===== src/rtl/delaychain_bist.sv =====
// ============================================================================
// Module      : delaychain_bist
// Description : Multi-channel flop delay chain with tap-selectable delay and
//               an LFSR-driven built-in self-test with mismatch counting.
// Revision    : 1.0 - initial release
// ============================================================================
`default_nettype none

module delaychain_bist #(
    parameter int          CH      = 8,
    parameter int          DEPTH   = 64,
    parameter int          RUN_LEN = 1024,
    parameter logic [15:0] SEED    = 16'hACE1,
    parameter int          ERRW    = 16,
    parameter int          TAPW    = (DEPTH > 1) ? $clog2(DEPTH) : 1
) (
    input  logic            clk,
    input  logic            rst_n,
    input  logic [CH-1:0]   din,
    input  logic [TAPW-1:0] tap_sel,
    input  logic            test,
    input  logic            start,
    input  logic            inject,
    output logic [CH-1:0]   dout,
    output logic            busy,
    output logic            done,
    output logic            pass,
    output logic [ERRW-1:0] err_cnt
);

    localparam logic [15:0]     c_seed    = (SEED == 16'h0000) ? 16'h0001 : SEED;
    localparam int              c_cntw    = $clog2(RUN_LEN + DEPTH + 1);
    localparam int              c_popw    = $clog2(CH + 1);
    localparam int              c_sumw    = ERRW + 1;
    localparam logic [TAPW-1:0] c_tap_max = TAPW'(DEPTH - 1);

    typedef enum logic [1:0] {
        S_IDLE = 2'd0,
        S_FILL = 2'd1,
        S_RUN  = 2'd2,
        S_DONE = 2'd3
    } state_t;

    // Fibonacci x^16+x^14+x^13+x^11+1, shifting toward bit 0
    function automatic logic [15:0] lfsr_step(input logic [15:0] s);
        return {s[0] ^ s[2] ^ s[3] ^ s[5], s[15:1]};
    endfunction

    state_t            r_state;
    state_t            w_state_nxt;
    logic [CH-1:0]     r_stage [DEPTH];
    logic [TAPW-1:0]   r_tap;
    logic [15:0]       r_gen;
    logic [15:0]       r_chk;
    logic [c_cntw-1:0] r_cnt;
    logic [ERRW-1:0]   r_err;
    logic              r_done;
    logic              r_pass;

    logic [c_cntw-1:0] w_cnt_nxt;
    logic              w_latch;
    logic              w_clr_err;
    logic              w_acc;
    logic [TAPW-1:0]   w_tap_in;
    logic [TAPW-1:0]   w_eff_tap;
    logic [CH-1:0]     w_src;
    logic [CH-1:0]     w_diff;
    logic [c_popw-1:0] w_pop;
    logic [c_sumw-1:0] w_sum;
    logic [ERRW-1:0]   w_err_nxt;
    logic              w_active_cur;
    logic              w_active_nxt;

    assign w_tap_in  = (tap_sel > c_tap_max) ? c_tap_max : tap_sel;
    assign w_eff_tap = test ? r_tap : w_tap_in;
    assign w_src     = (test ? r_gen[CH-1:0] : din) ^ CH'(inject);

    assign dout    = r_stage[w_eff_tap];
    assign busy    = (r_state == S_FILL) || (r_state == S_RUN);
    assign done    = r_done;
    assign pass    = r_pass;
    assign err_cnt = r_err;

    always_ff @(posedge clk or negedge rst_n) begin
        if (!rst_n) begin
            for (int j = 0; j < DEPTH; j++) begin
                r_stage[j] <= '0;
            end
        end else begin
            r_stage[0] <= w_src;
            for (int j = 1; j < DEPTH; j++) begin
                r_stage[j] <= r_stage[j-1];
            end
        end
    end

    always_ff @(posedge clk or negedge rst_n) begin
        if (!rst_n) begin
            r_state <= S_IDLE;
        end else begin
            r_state <= w_state_nxt;
        end
    end

    always_comb begin
        w_state_nxt = r_state;
        w_cnt_nxt   = r_cnt;
        w_latch     = 1'b0;
        w_clr_err   = 1'b0;
        w_acc       = 1'b0;
        case (r_state)
            S_IDLE: begin
                if (test && start) begin
                    w_state_nxt = S_FILL;
                    w_latch     = 1'b1;
                    w_clr_err   = 1'b1;
                    w_cnt_nxt   = '0;
                end
            end
            S_FILL: begin
                if (!test) begin
                    w_state_nxt = S_IDLE;
                end else if (r_cnt == c_cntw'(r_tap)) begin
                    w_state_nxt = S_RUN;
                    w_cnt_nxt   = '0;
                end else begin
                    w_cnt_nxt = r_cnt + c_cntw'(1);
                end
            end
            S_RUN: begin
                if (!test) begin
                    w_state_nxt = S_IDLE;
                end else begin
                    w_acc = 1'b1;
                    if (r_cnt == c_cntw'(RUN_LEN - 1)) begin
                        w_state_nxt = S_DONE;
                    end else begin
                        w_cnt_nxt = r_cnt + c_cntw'(1);
                    end
                end
            end
            S_DONE: begin
                if (!test) begin
                    w_state_nxt = S_IDLE;
                end else if (start) begin
                    w_state_nxt = S_FILL;
                    w_latch     = 1'b1;
                    w_clr_err   = 1'b1;
                    w_cnt_nxt   = '0;
                end
            end
            default: begin
                w_state_nxt = S_IDLE;
            end
        endcase
    end

    // Pattern sources only free-run while a test stays in progress; any entry
    // into FILL or RUN from elsewhere therefore starts from the seed.
    assign w_active_cur = (r_state == S_FILL) || (r_state == S_RUN);
    assign w_active_nxt = (w_state_nxt == S_FILL) || (w_state_nxt == S_RUN);

    assign w_diff = dout ^ r_chk[CH-1:0];

    always_comb begin
        w_pop = '0;
        for (int i = 0; i < CH; i++) begin
            w_pop = w_pop + c_popw'(w_diff[i]);
        end
    end

    assign w_sum = {1'b0, r_err} + c_sumw'(w_pop);

    always_comb begin
        w_err_nxt = r_err;
        if (w_clr_err) begin
            w_err_nxt = '0;
        end else if (w_acc) begin
            w_err_nxt = w_sum[ERRW] ? {ERRW{1'b1}} : w_sum[ERRW-1:0];
        end
    end

    always_ff @(posedge clk or negedge rst_n) begin
        if (!rst_n) begin
            r_tap  <= '0;
            r_gen  <= c_seed;
            r_chk  <= c_seed;
            r_cnt  <= '0;
            r_err  <= '0;
            r_done <= 1'b0;
            r_pass <= 1'b0;
        end else begin
            r_cnt  <= w_cnt_nxt;
            r_err  <= w_err_nxt;
            r_done <= (w_state_nxt == S_DONE);
            r_pass <= (w_state_nxt == S_DONE) && (w_err_nxt == '0);
            if (w_latch) begin
                r_tap <= w_tap_in;
            end
            r_gen <= (w_active_cur && w_active_nxt) ? lfsr_step(r_gen) : c_seed;
            r_chk <= ((r_state == S_RUN) && (w_state_nxt == S_RUN)) ? lfsr_step(r_chk) : c_seed;
        end
    end

endmodule

`default_nettype wire


===== config.mk =====
export PLATFORM = sky130hd
export DESIGN_NAME = delaychain_bist
export DESIGN_NICKNAME = d
export VERILOG_FILES = /design/src/rtl/delaychain_bist.sv
export SDC_FILE = /design/constraint.sdc
export NUM_CORES = 1
export LEC_CHECK = 0
export CORE_MARGIN = 1
export CORE_UTILIZATION = 40
export CTS_CLUSTER_DIAMETER = 50
export DETAILED_ROUTE_END_ITERATION = 6
export SYNTH_ARGS = -nofsm -noshare
export SYNTH_HDL_FRONTEND = slang
export SYNTH_SLANG_ARGS = --single-unit

===== constraint.sdc =====
create_clock -name clk -period 7.5 [get_ports clk]
set_clock_uncertainty 0.05 [all_clocks]
set_input_delay 1.5 -clock clk [delete_from_list [all_inputs] [get_ports clk]]
set_output_delay 1.5 -clock clk [all_outputs]
set_load 0.01 [all_outputs]

[After elaboration in Yosys (flattened, before gate mapping)]
Index checks and enable logic that the tools add are counted.
Cells by class
  $add $sub $neg: 9
  magnitude comparators: 2
  eq/ne operators: 14
  multiplexer cells: 33
  bitwise operators: 9
  reduce and logical (&&, ||, !) cells: 9
Operators with widths (number)
  $mux 16: 5
  $mux 11: 7
  $bmux 8 s6: 1
  $pmux 11 s4: 1
  $mux 8: 3
  $add 16x4->17: 1
  $add 4x1->4: 4
  $logic_not 16->1: 1
  $mux 2: 7
  $mux 6: 2
  $ne 2x2->1 const B: 6
  $add 11x1->11 const B: 1
  $eq 11x10->1 const B: 1
  $eq 11x6->1: 1
  $eq 2x2->1 const B: 4
  $pmux 2 s4: 1
  $xor 8x1->8: 1
  $xor 8x8->8: 1
  $ge 7x7->1 const B: 1
  $not 6->7: 1
  $gt 6x6->1 const B: 1
  $reduce_and 6->1: 1
  $xor 1x1->1: 6
  $mux 1: 5
  8 further kinds: 13
Word-level totals
  register bits: 581
  output and inout bits: 27
  logic and storage cells: 148

[Logic depth before layout (Yosys ltp)]
Gate-level depths: netlist of run 1.
  depth in word-level cells: 21
  depth in mapped cells: 24
  mapped depth without buffers: 21

[Worst setup path before layout of run 1]
OpenSTA, ideal clock, no wires.
  kind: input port to flip-flop
  start: input test
  end: register r_pass, in the netlist pass
  setup time: 96 ps
  arrival time: 6436 ps
  setup slack: 918 ps
  cell stages on the path: 23
  buffers on the path: 2
  cells stage by stage: buf_6 -> nand2b_1 -> o21ai_2 -> clkbuf_1 -> nand3_1 -> nand4_1 -> nand4_1 -> a21o_1 -> xor2_1 -> fa_1 -> fa_1 -> fa_1 -> inv_1 -> fa_1 -> inv_1 -> fa_1 -> a21o_1 -> a21o_1 -> a311oi_1 -> a21oi_2 -> nor4b_2 -> nand3_1 -> nor4_2
On the way
  elaborated cells between the ends (all ways): 31
  classes of those cells: 8 x add/sub; 1 x eq/ne; 17 x mux; 2 x bitwise; 3 x reduce/logical
RTL lines
  start, declared: RTL line 21  | input logic test,
  $mux 6: RTL line 75  | assign w_eff_tap = test ? r_tap : w_tap_in;
  $not 6->7 (implied by the code): RTL line 78  | assign dout = r_stage[w_eff_tap];
  $bmux 8 s6: RTL line 78
  $mux 8 (implied by the code) (2 in series): RTL line 78
  via dout[2]: RTL line 24  | output logic [CH-1:0] dout,
  $xor 8x8->8: RTL line 163  | assign w_diff = dout ^ r_chk[CH-1:0];
  $add 2x1->3: RTL line 168  | w_pop = w_pop + c_popw'(w_diff[i]);
  $add 3x1->4: RTL line 168
  $add 4x1->4 (4 in series): RTL line 168
  $add 16x4->17: RTL line 172  | assign w_sum = {1'b0, r_err} + c_sumw'(w_pop);
  $mux 16: RTL line 179  | w_err_nxt = w_sum[ERRW] ? {ERRW{1'b1}} : w_sum[ERRW-1:0];
  $mux 16: RTL line 178  | end else if (w_acc) begin
  $mux 16: RTL line 176  | if (w_clr_err) begin
  $logic_not 16->1: RTL line 196  | r_pass <= (w_state_nxt == S_DONE) && (w_err_nxt == '0);
  $logic_and 1x1->1: RTL line 196
  end signal, assigned: RTL line 196
  end, declared: RTL line 58  | logic r_pass;
The timed path passes the listed nets, and every way through them passes these cells. The select of a mux whose other input is x is not followed.
A chain may end at the register's enable or synchronous reset.

[Worst setup path in the final report of run 1]
  start: input test
  end: register r_pass, in the netlist pass
On the way
  cells in the longest elaborated chain, start to end: 19
  elaborated cells between the ends (all ways): 31
  classes of those cells: 8 x add/sub; 1 x eq/ne; 17 x mux; 2 x bitwise; 3 x reduce/logical
Ends and longest elaborated chain (RTL line)
  $mux 6: 75
  $not 6->7 (implied by the code): 78
  $bmux 8 s6: 78
  $mux 8 (implied by the code) (2 in series): 78
  $xor 8x8->8: 163
  $add 1x1->2: 168
  $add 2x1->3: 168
  $add 3x1->4: 168
  $add 4x1->4 (4 in series): 168
  $add 16x4->17: 172
  $mux 16: 179
  $mux 16: 178
  $mux 16: 176
  $logic_not 16->1: 196
  $logic_and 1x1->1 *: 196
Mark *: on every way between the ends. The rest lies on a longest branch, timed or not. The select of a mux whose other input is x is not followed.

==> reports/summary.txt, run 1 <==
Vias/cell -> 5.21
setup bufs post-CTS -> 0
Critical Path RT -> 7.97 ns
routed len/inst -> 17.6 microns
Logic pwr share -> 23.8%
status -> completed
Max Cap Violations -> 0
top cell type by total area after synthesis -> dfrtp_1
synthesized instance count -> 1829
Crit Path Class -> input port to flip-flop
first-pass GRT wire length -> 77.9 mm
top achievable clock speed -> 0.143 GHz
Final TNS setup -> 0 ns
Placed Cells -> 2558
# IOs -> 46
Crit. End Element -> flip-flop
clk sinks -> 581
Worst path slowest cell -> fa_1
clock power share -> 33.9%
CTS Buf Count -> 60
share of layout cells above drive strength 1 -> 12.8%
register share of total power -> 42.3%
initial core utilization -> 40.7%
die width -> 231 microns
Skew-Pair Late Insertion Delay -> 0.63 ns
CP max FO -> 52
clk buf depth -> 3
nets -> 1978
CTS Root Cell -> clkbuf_16
Hold Buf Count CTS -> 0
antenna violations before repair -> 0
Hold Crit Class -> flip-flop to flip-flop
DRT Pass-1 Iters -> 5
min Tclk post-route -> 7.00 ns
antenna-violating nets left -> 0
Final Instance Count excl. Fillers -> 2665
most numerous cell on the critical path -> fa_1
vias in the first global route -> 14200
first-iteration detailed-routing DRC count -> 1355
ant diodes -> 0
Reg area -> 14600 sq um
post-route design area -> 24900 sq um
PortBufs -> 45
max-slew violations -> 0
Sw Share -> 30.9%
Post-synth EDFFs -> 0
Syn Nets -> 1867
CTS tree -> yes
leak pwr -> 11.1 nW
Post-DP Area -> 22800 sq um
die span in y -> 231 microns
Seq/Total Area, Yosys -> 69.5%
crit-path max cell delay -> 0.51 ns
P&R area growth vs syn -> 18.6%
Net Sw Power -> 2.73 mW
largest net degree at the start of global routing -> 190
total track usage -> 18.3%
internal power -> 6.09 mW
placement row count -> 83
Peak VDD IR -> 0.000211 V
Primary FF master, synth -> dfrtp_1
H-tree levels -> 2
crit-path cells -> clkdlybuf4s50_1, buf_4, mux2_8, buf_12, nand2_1, a31oi_1, nand4_1, nand4_1, a21o_1, xor2_1, fa_1, fa_1, fa_1, inv_1, fa_1, inv_1, fa_1, a21o_1, a21o_1, a311oi_1, a21oi_2, nor4b_2, nand3_1, nor4_2
PostCTS Resize Cnt -> 0
Synth Cell Area -> 21000 sq um
Area contributors post-synth -> dfrtp_1, nand2_1, nand3_1, nand4_1, a31oi_1
Hold Fails Final Rpt -> 0
drt drc -> 0
pwr dens -> 355 nW/um^2
core area -> 51500 sq um
gr ovfl total -> 0
gpl congestion -> 0.805
WP data arrival -> 7.47 ns
Detailed Route WL -> 46.9 mm
Cell variety after synth -> 63
DP HPWL -> 28.7 mm
Setup crit start kind -> input port
Die Footprint -> 53300 sq um
syn_area_per_cell -> 11.5 sq um
Worst Max-Slew Pin Slew -> 1.26 ns
RSZ-0062 raised after global routing -> no
Yosys top cell area share -> 67.5%
via count -> 13900
clock slew at reported path FFs -> 0.06 ns
final period utilization -> 93.3%
flops & latches, synth -> 581
Multi-input gate area -> 5950 sq um
ys async rst share -> 100%
slew margin rel. -> 15.1%
Synth Warn # -> 0
# setup viols final -> 0
fillers -> 4635
## cell families after synthesis
kind of cell             synth area share, %
XOR/XNOR                                1.09
flip-flops                              69.5
AO/OA/AOI/OAI                           5.20
buffers and inverters                   2.39
multiplexers                           0.782
adder cells (fa/ha/maj)                 1.31
AND/OR/NAND/NOR                         19.7
## worst max-delay path: cells and delay by family
| kind | cells | cell delay (ns) |
|---|---|---|
| and+or+nand+nor | 6 | 0.88 |
| xor gates and xnor gates | 1 | 0.22 |
| muxes | 1 | 0.44 |
| adders and majority gates | 5 | 2.01 |
| buffers and inverters | 5 | 1.09 |
| AOI/OAI and AO/OA | 6 | 1.30 |
## through the flow
step           worst slack, ns  power, mW  hold slack, ns  utilization (%)
3_5_place_dp            -0.178       5.89           0.308             44.3
3_3_place_gp           -0.0775       5.87           0.305             44.3
6_report                 0.501       8.82           0.306             48.3
2_1_floorplan            0.918       4.93           0.304                -
4_1_cts                  0.482       8.94           0.307             48.3
5_1_grt                  0.107       9.30           0.320             48.3
## layout by cell type (no fill, tap or decap), types with 9 or more instances in the layout
cell type | Yosys | routed
dfrtp_1 | 565 | 565
nand3_1 | 202 | 202
nand4_1 | 75 | 75
and3_1 | 19 | 19
a31oi_1 | 72 | 71
clkdlybuf4s50_1 | 0 | 44
mux2_2 | 11 | 10
buf_4 | 1 | 83
a21o_1 | 9 | 9
clkbuf_8 | 0 | 15
o21ai_0 | 29 | 29
nand2b_1 | 15 | 15
dfstp_2 | 16 | 16
clkbuf_1 | 39 | 9
clkbuf_16 | 0 | 61
xor2_1 | 18 | 18
inv_1 | 11 | 11
buf_12 | 1 | 18
ha_1 | 14 | 14
and2_1 | 10 | 10
nand2_1 | 542 | 542
nor2_1 | 24 | 24
## worst paths after layout
kind	from	slack [ns]	cells after the start	endpoint
setup / recovery	test	0.50	24	pass
hold / removal	r_stage[36]	0.31	0	r_stage[28]
setup reg to reg	r_tap[0]	1.61	22	pass
hold reg to reg	r_stage[36]	0.31	0	r_stage[28]
max in group asynchronous	rst_n	4.93	2	r_stage[157]
min in group asynchronous	rst_n	0.90	1	r_stage[35]
## area by class of cell
cell class / instances / area share, %
Clock inverter: 22 / 1.01
Multi-Input combinational cell: 1140 / 23.9
Timing Repair Buffer: 146 / 5.79
Tap cell: 680 / 3.42
Inverter: 11 / 0.166
Clock buffer: 85 / 7.11
Sequential cell: 581 / 58.6
## cell usage after synthesis, types with 2 or more instances
master / n
nand3_1: 202
o31a_1: 2
nand4_1: 75
inv_1: 11
and3_1: 19
a21oi_1: 9
nor2b_1: 4
a22oi_1: 2
nor4_1: 2
or3_1: 2
o21ai_2: 2
a41oi_1: 8
a211oi_1: 2
xor2_1: 18
clkbuf_1: 39
nand2_1: 542
buf_6: 2
o221ai_1: 2
dfstp_2: 16
buf_2: 49
a31oi_1: 72
or2_2: 8
o22ai_1: 2
o31ai_4: 2
nor4_2: 2
nand2b_1: 15
and2_1: 10
ha_1: 14
fa_1: 5
o21ai_1: 2
nor3_1: 7
a21o_1: 9
nor2_1: 24
o21ai_0: 29
buf_1: 5
mux2i_1: 4
mux2_2: 11
xnor2_1: 8
o31ai_1: 4
dfrtp_1: 565
## registers in the layout, summed over array words and instances (netlist names)
name and count:
done 1, r_cnt 11, r_stage 512, r_tap 6
pass 1, r_chk 16, err_cnt 16, r_state 2
r_gen 16
## per-layer routing
| metal | routed length [microns] | up-vias | GRT usage [%] |
|---|---|---|---|
| met5 | 0 | - | 0 |
| met4 | 1050 | 0 | 5.59 |
| met3 | 2290 | 77 | 3.53 |
| met2 | 21200 | 272 | 27.3 |
| met1 | 22400 | 7085 | 27.0 |
| li1 | - | 6439 | - |
## power by group through the flow
| stage | sequential [mW] | clock, mW | combinational [mW] |
|---|---|---|---|
| after detailed placement | 3.78 | 0 | 2.10 |
| after floorplan | 3.69 | 0 | 1.24 |
| after global placement | 3.77 | 0 | 2.10 |
| after global routing | 3.78 | 3.20 | 2.32 |
| after CTS | 3.73 | 3.07 | 2.13 |
| final | 3.73 | 2.99 | 2.10 |
(Power assumes the default switching activity.)
==> run 2, diff against run 1 <==
--- a/config.mk
+++ b/config.mk
@@ -5,7 +5,6 @@
 export SDC_FILE = /design/constraint.sdc
 export NUM_CORES = 1
 export LEC_CHECK = 0
-export CORE_MARGIN = 1
 export CORE_UTILIZATION = 40
 export CTS_CLUSTER_DIAMETER = 50
 export DETAILED_ROUTE_END_ITERATION = 6
==> results of run 2 <==
Final layout, timing and power as in run 1 (identical DEF).
